[src/rtl/mem_stream_tx_if.sv]
// -----------------------------------------------------------------------------
// mem_stream_tx_if
//   Bus bundle between mem_stream_tx and the blocks around it: the external
//   memory read port and the outgoing valid/ready word stream.
//
//   Signals:
//     mem_read_en    tx -> mem   read request
//     mem_read_addr  tx -> mem   read address
//     mem_read_data  mem -> tx   read data, valid one cycle after mem_read_en
//     stream_data    tx -> sink  output word
//     stream_valid   tx -> sink  stream_data valid
//     stream_ready   sink -> tx  sink accepts the word
//
//   Modports: master = transmitter side, slave = memory + sink side.
// -----------------------------------------------------------------------------
interface mem_stream_tx_if #(
    parameter int IO_DATA_WIDTH  = 16,
    parameter int EXT_MEM_WIDTH  = 32,
    parameter int EXT_MEM_HEIGHT = 1 << 20
);
    localparam int ADDR_WIDTH = $clog2(EXT_MEM_HEIGHT);

    logic                     mem_read_en;
    logic [ADDR_WIDTH-1:0]    mem_read_addr;
    logic [EXT_MEM_WIDTH-1:0] mem_read_data;
    logic [IO_DATA_WIDTH-1:0] stream_data;
    logic                     stream_valid;
    logic                     stream_ready;

    modport master (
        output mem_read_en,
        output mem_read_addr,
        input  mem_read_data,
        output stream_data,
        output stream_valid,
        input  stream_ready
    );

    modport slave (
        input  mem_read_en,
        input  mem_read_addr,
        output mem_read_data,
        input  stream_data,
        input  stream_valid,
        output stream_ready
    );
endinterface

[src/rtl/mem_stream_tx.sv]
// -----------------------------------------------------------------------------
// mem_stream_tx
//   On start, reads a contiguous block of words from external memory and
//   sends them in address order on a valid/ready stream, one word per cycle
//   when the sink never stalls.
//
//   Ports:
//     clk          clock, rising edge
//     arst_n_in    asynchronous active-low reset
//     start        launch a transfer (sampled only when idle)
//     base_addr    first word address, sampled with start
//     length       number of words, sampled with start
//     busy         transfer in progress (RUN and DONE)
//     done         one-cycle pulse at completion
//     o_dbg_state  current FSM state, for observation only
//     bus          memory read port + output stream (master modport)
//
//   Stream handshake: a word transfers in every cycle where stream_valid and
//   stream_ready are both 1. Once stream_valid rises, stream_valid and
//   stream_data hold until that handshake; stream_ready may change freely.
// -----------------------------------------------------------------------------
module mem_stream_tx #(
    parameter int IO_DATA_WIDTH  = 16,
    parameter int EXT_MEM_WIDTH  = 32,
    parameter int EXT_MEM_HEIGHT = 1 << 20,
    parameter int LEN_WIDTH      = 21,
    localparam int ADDR_WIDTH    = $clog2(EXT_MEM_HEIGHT)
) (
    input  logic                  clk,
    input  logic                  arst_n_in,
    input  logic                  start,
    input  logic [ADDR_WIDTH-1:0] base_addr,
    input  logic [LEN_WIDTH-1:0]  length,
    output logic                  busy,
    output logic                  done,
    output logic [1:0]            o_dbg_state,
    mem_stream_tx_if.master       bus
);

    typedef enum logic [1:0] {
        S_IDLE = 2'd0,
        S_RUN  = 2'd1,
        S_DONE = 2'd2
    } state_t;

    state_t                   r_state;
    logic                     r_busy;
    logic                     r_done;
    logic [LEN_WIDTH-1:0]     r_len;
    logic [LEN_WIDTH-1:0]     r_issue_cnt;
    logic [LEN_WIDTH-1:0]     r_send_cnt;
    logic [ADDR_WIDTH-1:0]    r_addr;

    // Two-entry return FIFO plus one bit tracking the read in flight.
    logic [IO_DATA_WIDTH-1:0] r_fifo [2];
    logic                     r_rd_ptr;
    logic                     r_wr_ptr;
    logic [1:0]               r_count;
    logic                     r_inflight;

    logic                     w_pop;
    logic                     w_push;
    logic                     w_issue;
    logic [1:0]               w_occ;
    logic                     w_unused_hi;

    assign w_pop  = (r_count != 2'd0) && bus.stream_ready;
    assign w_push = r_inflight;
    assign w_occ  = r_count + {1'b0, r_inflight};

    // Credit: at most two words buffered or in flight; a pop this cycle frees
    // a slot in time for data returning next cycle, which keeps full rate.
    assign w_issue = (r_state == S_RUN) && (r_issue_cnt < r_len) &&
                     ((w_occ < 2'd2) || ((w_occ == 2'd2) && w_pop));

    assign bus.mem_read_en   = w_issue;
    assign bus.mem_read_addr = w_issue ? r_addr : '0;
    assign bus.stream_valid  = (r_count != 2'd0);
    assign bus.stream_data   = r_fifo[r_rd_ptr];

    assign busy        = r_busy;
    assign done        = r_done;
    assign o_dbg_state = r_state;

    // Only the low IO_DATA_WIDTH bits of a memory word are streamed.
    assign w_unused_hi = ^bus.mem_read_data[EXT_MEM_WIDTH-1:IO_DATA_WIDTH];

    always_ff @(posedge clk or negedge arst_n_in) begin
        if (!arst_n_in) begin
            r_state     <= S_IDLE;
            r_busy      <= 1'b0;
            r_done      <= 1'b0;
            r_len       <= '0;
            r_issue_cnt <= '0;
            r_send_cnt  <= '0;
            r_addr      <= '0;
        end else begin
            case (r_state)
                S_IDLE: begin
                    r_done <= 1'b0;
                    if (start) begin
                        r_len       <= length;
                        r_addr      <= base_addr;
                        r_issue_cnt <= '0;
                        r_send_cnt  <= '0;
                        r_busy      <= 1'b1;
                        if (length == '0) begin
                            r_state <= S_DONE;
                            r_done  <= 1'b1;
                        end else begin
                            r_state <= S_RUN;
                        end
                    end
                end
                S_RUN: begin
                    if (w_issue) begin
                        r_issue_cnt <= r_issue_cnt + 1'b1;
                        // Explicit wrap so non-power-of-two depths also work.
                        if (r_addr == ADDR_WIDTH'(EXT_MEM_HEIGHT - 1))
                            r_addr <= '0;
                        else
                            r_addr <= r_addr + 1'b1;
                    end
                    if (w_pop) begin
                        r_send_cnt <= r_send_cnt + 1'b1;
                        if (LEN_WIDTH'(r_send_cnt + 1'b1) == r_len) begin
                            r_state <= S_DONE;
                            r_done  <= 1'b1;
                        end
                    end
                end
                S_DONE: begin
                    r_done  <= 1'b0;
                    r_busy  <= 1'b0;
                    r_state <= S_IDLE;
                end
                default: begin
                    r_done  <= 1'b0;
                    r_busy  <= 1'b0;
                    r_state <= S_IDLE;
                end
            endcase
        end
    end

    always_ff @(posedge clk or negedge arst_n_in) begin
        if (!arst_n_in) begin
            r_fifo[0]  <= '0;
            r_fifo[1]  <= '0;
            r_rd_ptr   <= 1'b0;
            r_wr_ptr   <= 1'b0;
            r_count    <= 2'd0;
            r_inflight <= 1'b0;
        end else begin
            r_inflight <= w_issue;
            if (w_push) begin
                r_fifo[r_wr_ptr] <= bus.mem_read_data[IO_DATA_WIDTH-1:0];
                r_wr_ptr         <= ~r_wr_ptr;
            end
            if (w_pop)
                r_rd_ptr <= ~r_rd_ptr;
            case ({w_push, w_pop})
                2'b10:   r_count <= r_count + 2'd1;
                2'b01:   r_count <= r_count - 2'd1;
                default: r_count <= r_count;
            endcase
        end
    end

    a_no_overflow : assert property (@(posedge clk) disable iff (!arst_n_in)
        !(w_push && !w_pop && (r_count == 2'd2)));

endmodule
[src/flat_wrapper.sv]
// flat-port wrapper written by rule: the top's interface ports become plain ports
module mem_stream_tx_flat 
#(
    parameter int IO_DATA_WIDTH  = 16,
    parameter int EXT_MEM_WIDTH  = 32,
    parameter int EXT_MEM_HEIGHT = 1 << 20,
    parameter int LEN_WIDTH      = 21,
    localparam int ADDR_WIDTH    = $clog2(EXT_MEM_HEIGHT)
)
  (clk, arst_n_in, start, base_addr, length, busy, done, o_dbg_state, bus_mem_read_en, bus_mem_read_addr, bus_mem_read_data, bus_stream_data, bus_stream_valid, bus_stream_ready);
  mem_stream_tx_if #(.IO_DATA_WIDTH(IO_DATA_WIDTH), .EXT_MEM_WIDTH(EXT_MEM_WIDTH), .EXT_MEM_HEIGHT(EXT_MEM_HEIGHT)) bus_i ();
  input  logic clk;
  input  logic arst_n_in;
  input  logic start;
  input  logic [ADDR_WIDTH-1:0] base_addr;
  input  logic [LEN_WIDTH-1:0] length;
  output logic busy;
  output logic done;
  output logic [1:0] o_dbg_state;
  output wire logic [$bits(bus_i.mem_read_en)-1:0] bus_mem_read_en;
  output wire logic [$bits(bus_i.mem_read_addr)-1:0] bus_mem_read_addr;
  input wire logic [$bits(bus_i.mem_read_data)-1:0] bus_mem_read_data;
  output wire logic [$bits(bus_i.stream_data)-1:0] bus_stream_data;
  output wire logic [$bits(bus_i.stream_valid)-1:0] bus_stream_valid;
  input wire logic [$bits(bus_i.stream_ready)-1:0] bus_stream_ready;
  assign bus_mem_read_en = bus_i.mem_read_en;
  assign bus_mem_read_addr = bus_i.mem_read_addr;
  assign bus_i.mem_read_data = bus_mem_read_data;
  assign bus_stream_data = bus_i.stream_data;
  assign bus_stream_valid = bus_i.stream_valid;
  assign bus_i.stream_ready = bus_stream_ready;
  mem_stream_tx #(.IO_DATA_WIDTH(IO_DATA_WIDTH), .EXT_MEM_WIDTH(EXT_MEM_WIDTH), .EXT_MEM_HEIGHT(EXT_MEM_HEIGHT), .LEN_WIDTH(LEN_WIDTH)) u_core (.clk(clk), .arst_n_in(arst_n_in), .start(start), .base_addr(base_addr), .length(length), .busy(busy), .done(done), .o_dbg_state(o_dbg_state), .bus(bus_i));
endmodule
[config.mk]
export PLATFORM = sky130hd
export DESIGN_NAME = mem_stream_tx_flat
export DESIGN_NICKNAME = d
export VERILOG_FILES = /design/src/rtl/mem_stream_tx_if.sv /design/src/rtl/mem_stream_tx.sv /design/src/flat_wrapper.sv
export SDC_FILE = /design/constraint.sdc
export NUM_CORES = 1
export LEC_CHECK = 0
export BUFFER_PORTS_ARGS = -buffer_cell sky130_fd_sc_hd__buf_2
export CORE_UTILIZATION = 30
export CTS_CLUSTER_DIAMETER = 30
export DETAILED_ROUTE_END_ITERATION = 12
export PLACE_DENSITY = 0.55
export SLEW_MARGIN = 15
export SYNTH_ARGS = -nofsm -noshare
export SYNTH_HDL_FRONTEND = slang
export SYNTH_SLANG_ARGS = --single-unit
[constraint.sdc]
create_clock -name clk -period 4.1 [get_ports clk]
set_input_delay 0.41 -clock clk [delete_from_list [all_inputs] [get_ports clk]]
set_output_delay 0.41 -clock clk [all_outputs]
set_load 0.1 [all_outputs]
# --- Yosys cells after proc, flatten, opt, wreduce, memory -nomap -nowiden ---
# Cells that the tools add are included.
word_totals:
  output_inout_bits: 42
  mem_bits_ro: 0
  n_memories: 0
  latchBits: 0
  wordCells: 85
  reg_bits: 124
  ram_bits: 0
  inputBits: 77
classes:
  bitwise_logic: 5
  n_addsub: 6
  n_reduce_logical: 17
  mux: 29
  shift: 0
  eq_ne: 10
  n_lt_le_gt_ge: 5
  div: 0
  multipliers: 0
ops:
  columns: ["operator", "n"]
  rows:
  - ["one-hot mux 21 bit (2 select lines)", 2]
  - ["2-to-1 mux 20 bit", 4]
  - ["2-to-1 mux 16 bit", 4]
  - ["2-to-1 mux 21 bit", 3]
  - ["adder 21 x 1 -> 21 bit, second input constant", 2]
  - ["one-hot mux 20 bit (2 select lines)", 1]
  - ["bitwise mux 32 bit", 1]
  - ["== test 21 bit", 1]
  - ["logical NOT 21 bit", 1]
  - ["< comparator 21 bit", 1]
  - ["adder 20 x 1 -> 20 bit, second input constant", 1]
  - ["== test 20 bit, second input constant", 1]
  - ["demux 16 bit (select 1 bit)", 1]
  - ["AND reduction 3 bit", 3]
  - ["2-to-1 mux 2 bit", 4]
  - ["one-hot mux 2 bit (2 select lines)", 2]
  - ["AND reduction 2 bit", 3]
  - ["nonzero test 2 bit", 3]
  - ["logical AND 1 bit", 5]
  - ["2-to-1 mux 1 bit", 5]
  - ["== test 2 x 1 -> 1 bit, second input constant", 2]
  - ["== test 2 bit, second input constant", 2]
  - ["greater-or-equal comparator 2 bit, second input constant", 2]
  - ["!= test 2 x 1 -> 1 bit, second input constant", 2]
  - ["other kinds (11)", 16]

# --- Depth between registers and ports, before layout ---
depth:
  word_depth: 7
  ltp_mapped: 13
  mapped_depth_nobuf: 10

# --- Worst setup path before layout ---
# OpenSTA, ideal clock, no wires.
synth_timing:
  path_type: "flip-flop to output port"
  start: "register u_core.r_state[0], in the netlist u_core.o_dbg_state[0]"
  end: "output bus_mem_read_addr[11]"
  setup_slack_ns: -0.470
  arrival_ns: 4.160
  stages_incl_launch_ff: 9
  required_time_ns: 3.690
  n_path_buf: 2
  cell_sequence: "dfrtp_1 nand2b_1 a2111oi_0 o2111ai_1 a21o_1 buf_6 inv_2 clkbuf_1 and2_1"
synth_between:
  elab_chain_len: 4
synth_rtl:
  columns: ["item", "line_no", "source"]
  rows:
  - ["start, declared", "mem_stream_tx.sv:46", "state_t r_state;"]
  - ["start signal, assigned", "mem_stream_tx.sv:90", "r_state <= S_IDLE;"]
  - ["start signal, assigned", "mem_stream_tx.sv:108", "r_state <= S_DONE;"]
  - ["start signal, assigned", "mem_stream_tx.sv:111", "r_state <= S_RUN;"]
  - ["== test 2 x 1 -> 1 bit", "mem_stream_tx.sv:73", "assign w_issue = (r_state == S_RUN) && (r_issue_cnt < r_len) &&"]
  - ["logical AND 1 bit (2 in a row)", "mem_stream_tx.sv:73", null]
  - ["named net bus_mem_read_en", "flat_wrapper.sv:20", "output wire logic [$bits(bus_i.mem_read_en)-1:0] bus_mem_read_en;"]
  - ["2-to-1 mux 20 bit", "mem_stream_tx.sv:77", "assign bus.mem_read_addr = w_issue ? r_addr : '0;"]
  - ["end, declared", "flat_wrapper.sv:21", "output wire logic [$bits(bus_i.mem_read_addr)-1:0] bus_mem_read_addr;"]
# The timed path passes the listed nets, and every way through them passes these cells.

# --- Worst setup path in the final report ---
layout_timing:
  start: "register u_core.r_count[0]"
  end: "output bus_mem_read_addr[19]"
layout_between:
  elab_chain_len: 6
  word_cells_on_any_way: 9
layout_rtl:
  columns: ["item", "line_no", "source"]
  rows:
  - ["start, declared", "mem_stream_tx.sv:58", "logic [1:0] r_count;"]
  - ["start signal, assigned", "mem_stream_tx.sv:163", "2'b10: r_count <= r_count + 2'd1;"]
  - ["start signal, assigned", "mem_stream_tx.sv:164", "2'b01: r_count <= r_count - 2'd1;"]
  - ["start signal, assigned", "mem_stream_tx.sv:165", "default: r_count <= r_count;"]
  - ["adder 2 x 1 -> 2 bit or nonzero test 2 bit (tied branches)", "mem_stream_tx.sv:69, mem_stream_tx.sv:67", null]
  - ["== test 2 bit or logical AND 1 bit (tied branches)", "mem_stream_tx.sv:74, mem_stream_tx.sv:67", null]
  - ["logical AND 1 bit", "mem_stream_tx.sv:74", "((w_occ < 2'd2) || ((w_occ == 2'd2) && w_pop));"]
  - ["logical OR 1 bit *", "mem_stream_tx.sv:74", null]
  - ["logical AND 1 bit *", "mem_stream_tx.sv:73", null]
  - ["2-to-1 mux 20 bit *", "mem_stream_tx.sv:77", null]
# Mark *: on every way between the ends. The rest lies on a longest branch, timed or not.

==> flow_summary.ini <==
[cts]
cts_sinks = 124
htree_num_levels = 4
cts_root_buf = clkbuf_16
tritoncts = built
cts_buffer_depth = 2
cts_resized = 0
path_clk_slew_ps = 60
post_cts_buffers = 0
clkLatencyLatePin_ps = 430
hold_buffers = 0
cts_buffers = 17

[layout]
final_core_util_pct = 37.9
final_nets = 972
fillers = 2383
drive_above_1_share_pct = 23.3
mostFrequentLayoutCells = dfrtp_1 (124), buf_2 (83), o21ai_0 (73), nand2_1 (65), mux2_2 (50)
layout.cells.non_filler = 1205
synthToLayoutAreaGrowth_pct = 23.6
layout_commonest_cell = dfrtp_1

[worst_setup_path]
critPathRequiredTime_ps = 3690
cp_data_arrival_time_ps = 3330
critical_path_class = reg -> out
cp-start-kind = flip-flop
crit_path_max_fanout = 27
r2r-start = u_core.r_count[0]$_DFFE_PN0P_
r2r_end = u_core.r_issue_cnt[16]$_DFFE_PN0P_
reg2reg_slack_ps = 870
end_kind = output port
r2r_cells = 10

[timing]
holdWs_ps = 170
setup_total_negative_slack_ps = 0
tightest_slew_ps = 1120
clock_skew_ps = 14.4
fin_crit_sh_pct = 91.2
max_slew_margin_pct = 25.1
max_freq_mhz = 267
slew_viol_final = 0
rsz0062_at_grt = no
setup_viol = 0
min_period_ps = 3740
timing_hold_violations_final = 0

[floorplan]
die_w_um = 157
coreArea_um2 = 23600
die_area_um2 = 24800
ios = 119
fp.dieH_um = 157
num_rows = 56
initial_core_util_pct = 30.7

[pwr]
p_per_area_nw_per_um2 = 889
leakagePower_nw = 3.79
ir_drop_v = 0.000485

[global_routing]
grt_pass1_wl_um = 32400
grt_max_degree = 75
grt_pass1_vias = 6015
antenna_found_initial = 0
grtUsageTotal_pct = 16.9
grt_overflow = 0

[status]
outcome = finished clean

[synth]
yosysWarnings = 0
synth_edf_count = 0
yosysSeqAreaShare_pct = 42.8
synth-seq-cells = 124
async_flop_share_pct = 100
synth_cell_types = 53
ys.flop_type = dfrtp_1
syn_inst = 781
syn_nets = 883
syn_area_um2 = 7250
avgSynthCellArea_um2 = 9.28

[hold_path]
hold_class = in -> async

[detailed_routing]
dr_total_vias = 6275
drtIter0Drc = 314
via_per_inst = 5.21
wl_per_cell_um = 16.6
wl_um = 20000
firstDrtPassIters = 5
antenna_left = 0
drc = 0

[placed_design]
place_congestion = 0.803
io_buffers = 102
dp.cells = 1170
place_hpwl_um = 14200

[flow_run]
cap_viol_max_count = 0
critical path: stages, from the launching register on:
cell	delay, ps
dfrtp_1	440
ha_1	300
nor2b_1	150
nor2_1	50
a2111oi_0	600
o2111ai_1	240
a21o_1	310
inv_2	360
and2_1	250
buf_12	180
layout make-up:
| cell class | count | area [µm²] | area share, % |
|---|---|---|---|
| Clock inverter | 14 | 149 | 1.66 |
| Inverter | 33 | 124 | 1.38 |
| Antenna cell | 3 | 7.51 | 0.0838 |
| Tap cell | 319 | 399 | 4.46 |
| Clock buffer | 18 | 439 | 4.90 |
| Multi-Input combinational cell | 579 | 3840 | 42.9 |
| Timing Repair Buffer | 115 | 893 | 9.98 |
| Sequential cell | 124 | 3100 | 34.7 |
registers in the layout (all words and copies together) (netlist names):
name                count
u_core.r_wr_ptr         1
u_core.r_len           21
u_core.r_inflight       1
u_core.r_rd_ptr         1
u_core.r_issue_cnt     21
u_core.r_addr          20
u_core.r_fifo          32
u_core.r_send_cnt      21
u_core.busy             1
u_core.done             1
u_core.o_dbg_state      2
u_core.r_count          2
synth_stat cells (all sizes together) (10+ instances only):
cell type	count	area (µm²)
nor3	16	80.1
nand2	65	244
and2	28	175
clkbuf	37	139
mux2	50	563
inv	32	120
nor4	10	62.6
o31ai	14	105
dfrtp	124	3100
nor2	45	169
nand4	27	169
a21oi	47	235
o2bb2ai	15	131
o21ai	73	365
xnor2	29	254
ha	25	313
nand3	31	155
metrics by stage:
| stage | power (mW) | worst slack (ps) | area [µm²] |
|---|---|---|---|
| floorplan | 5.37 | 38.3 | 7250 |
| global placement | 6.46 | 733 | 8360 |
| detailed placement | 6.49 | 711 | 8360 |
| CTS | 8.03 | 255 | 8950 |
| global route | 8.43 | 137 | 8950 |
| finish | 7.96 | 361 | 8950 |
routing by layer:
layer  vias to the layer above  global-route usage (%)  wire length [µm]
li1                       3058                       -                 -
met1                      3085                    22.7              9310
met2                       105                    27.4              9850
met3                        27                    2.67               467
met4                         0                    5.83               386
met5                         -                       0                 0
power breakdown:
group / internal, mW / switching (mW) / total, mW
Combinational: 1.35 / 3.02 / 4.37
Clock: 0.875 / 0.634 / 1.51
Sequential: 1.66 / 0.421 / 2.08
Total: 3.89 / 4.07 / 7.96
worst max-delay path by stage:
| stage | from | to | slack (ps) | depth (start not counted) |
|---|---|---|---|---|
| 2_1_floorplan | u_core.o_dbg_state[0]$_DFFE_PN0P_ | bus_mem_read_addr[11] | 40 | 8 |
| 3_3_place_gp | u_core.r_count[0]$_DFFE_PN0P_ | bus_mem_read_addr[17] | 730 | 9 |
| 3_5_place_dp | u_core.r_count[0]$_DFFE_PN0P_ | bus_mem_read_addr[13] | 710 | 9 |
| 4_1_cts | u_core.r_count[0]$_DFFE_PN0P_ | bus_mem_read_addr[19] | 250 | 9 |
| 5_1_grt | u_core.r_count[0]$_DFFE_PN0P_ | bus_mem_read_addr[19] | 140 | 9 |
| 6_report | u_core.r_count[0]$_DFFE_PN0P_ | bus_mem_read_addr[19] | 360 | 9 |
logic make-up after synthesis:
| kind of cell | after synthesis | share of synthesized area, % |
|---|---|---|
| fa+ha+maj | 25 | 4.32 |
| mux | 51 | 7.91 |
| flops | 124 | 42.8 |
| compound gates | 206 | 17.9 |
| xor+xnor | 37 | 4.47 |
| buf+inv | 78 | 4.21 |
| simple gates | 260 | 18.3 |
(Power assumes the default switching activity.)
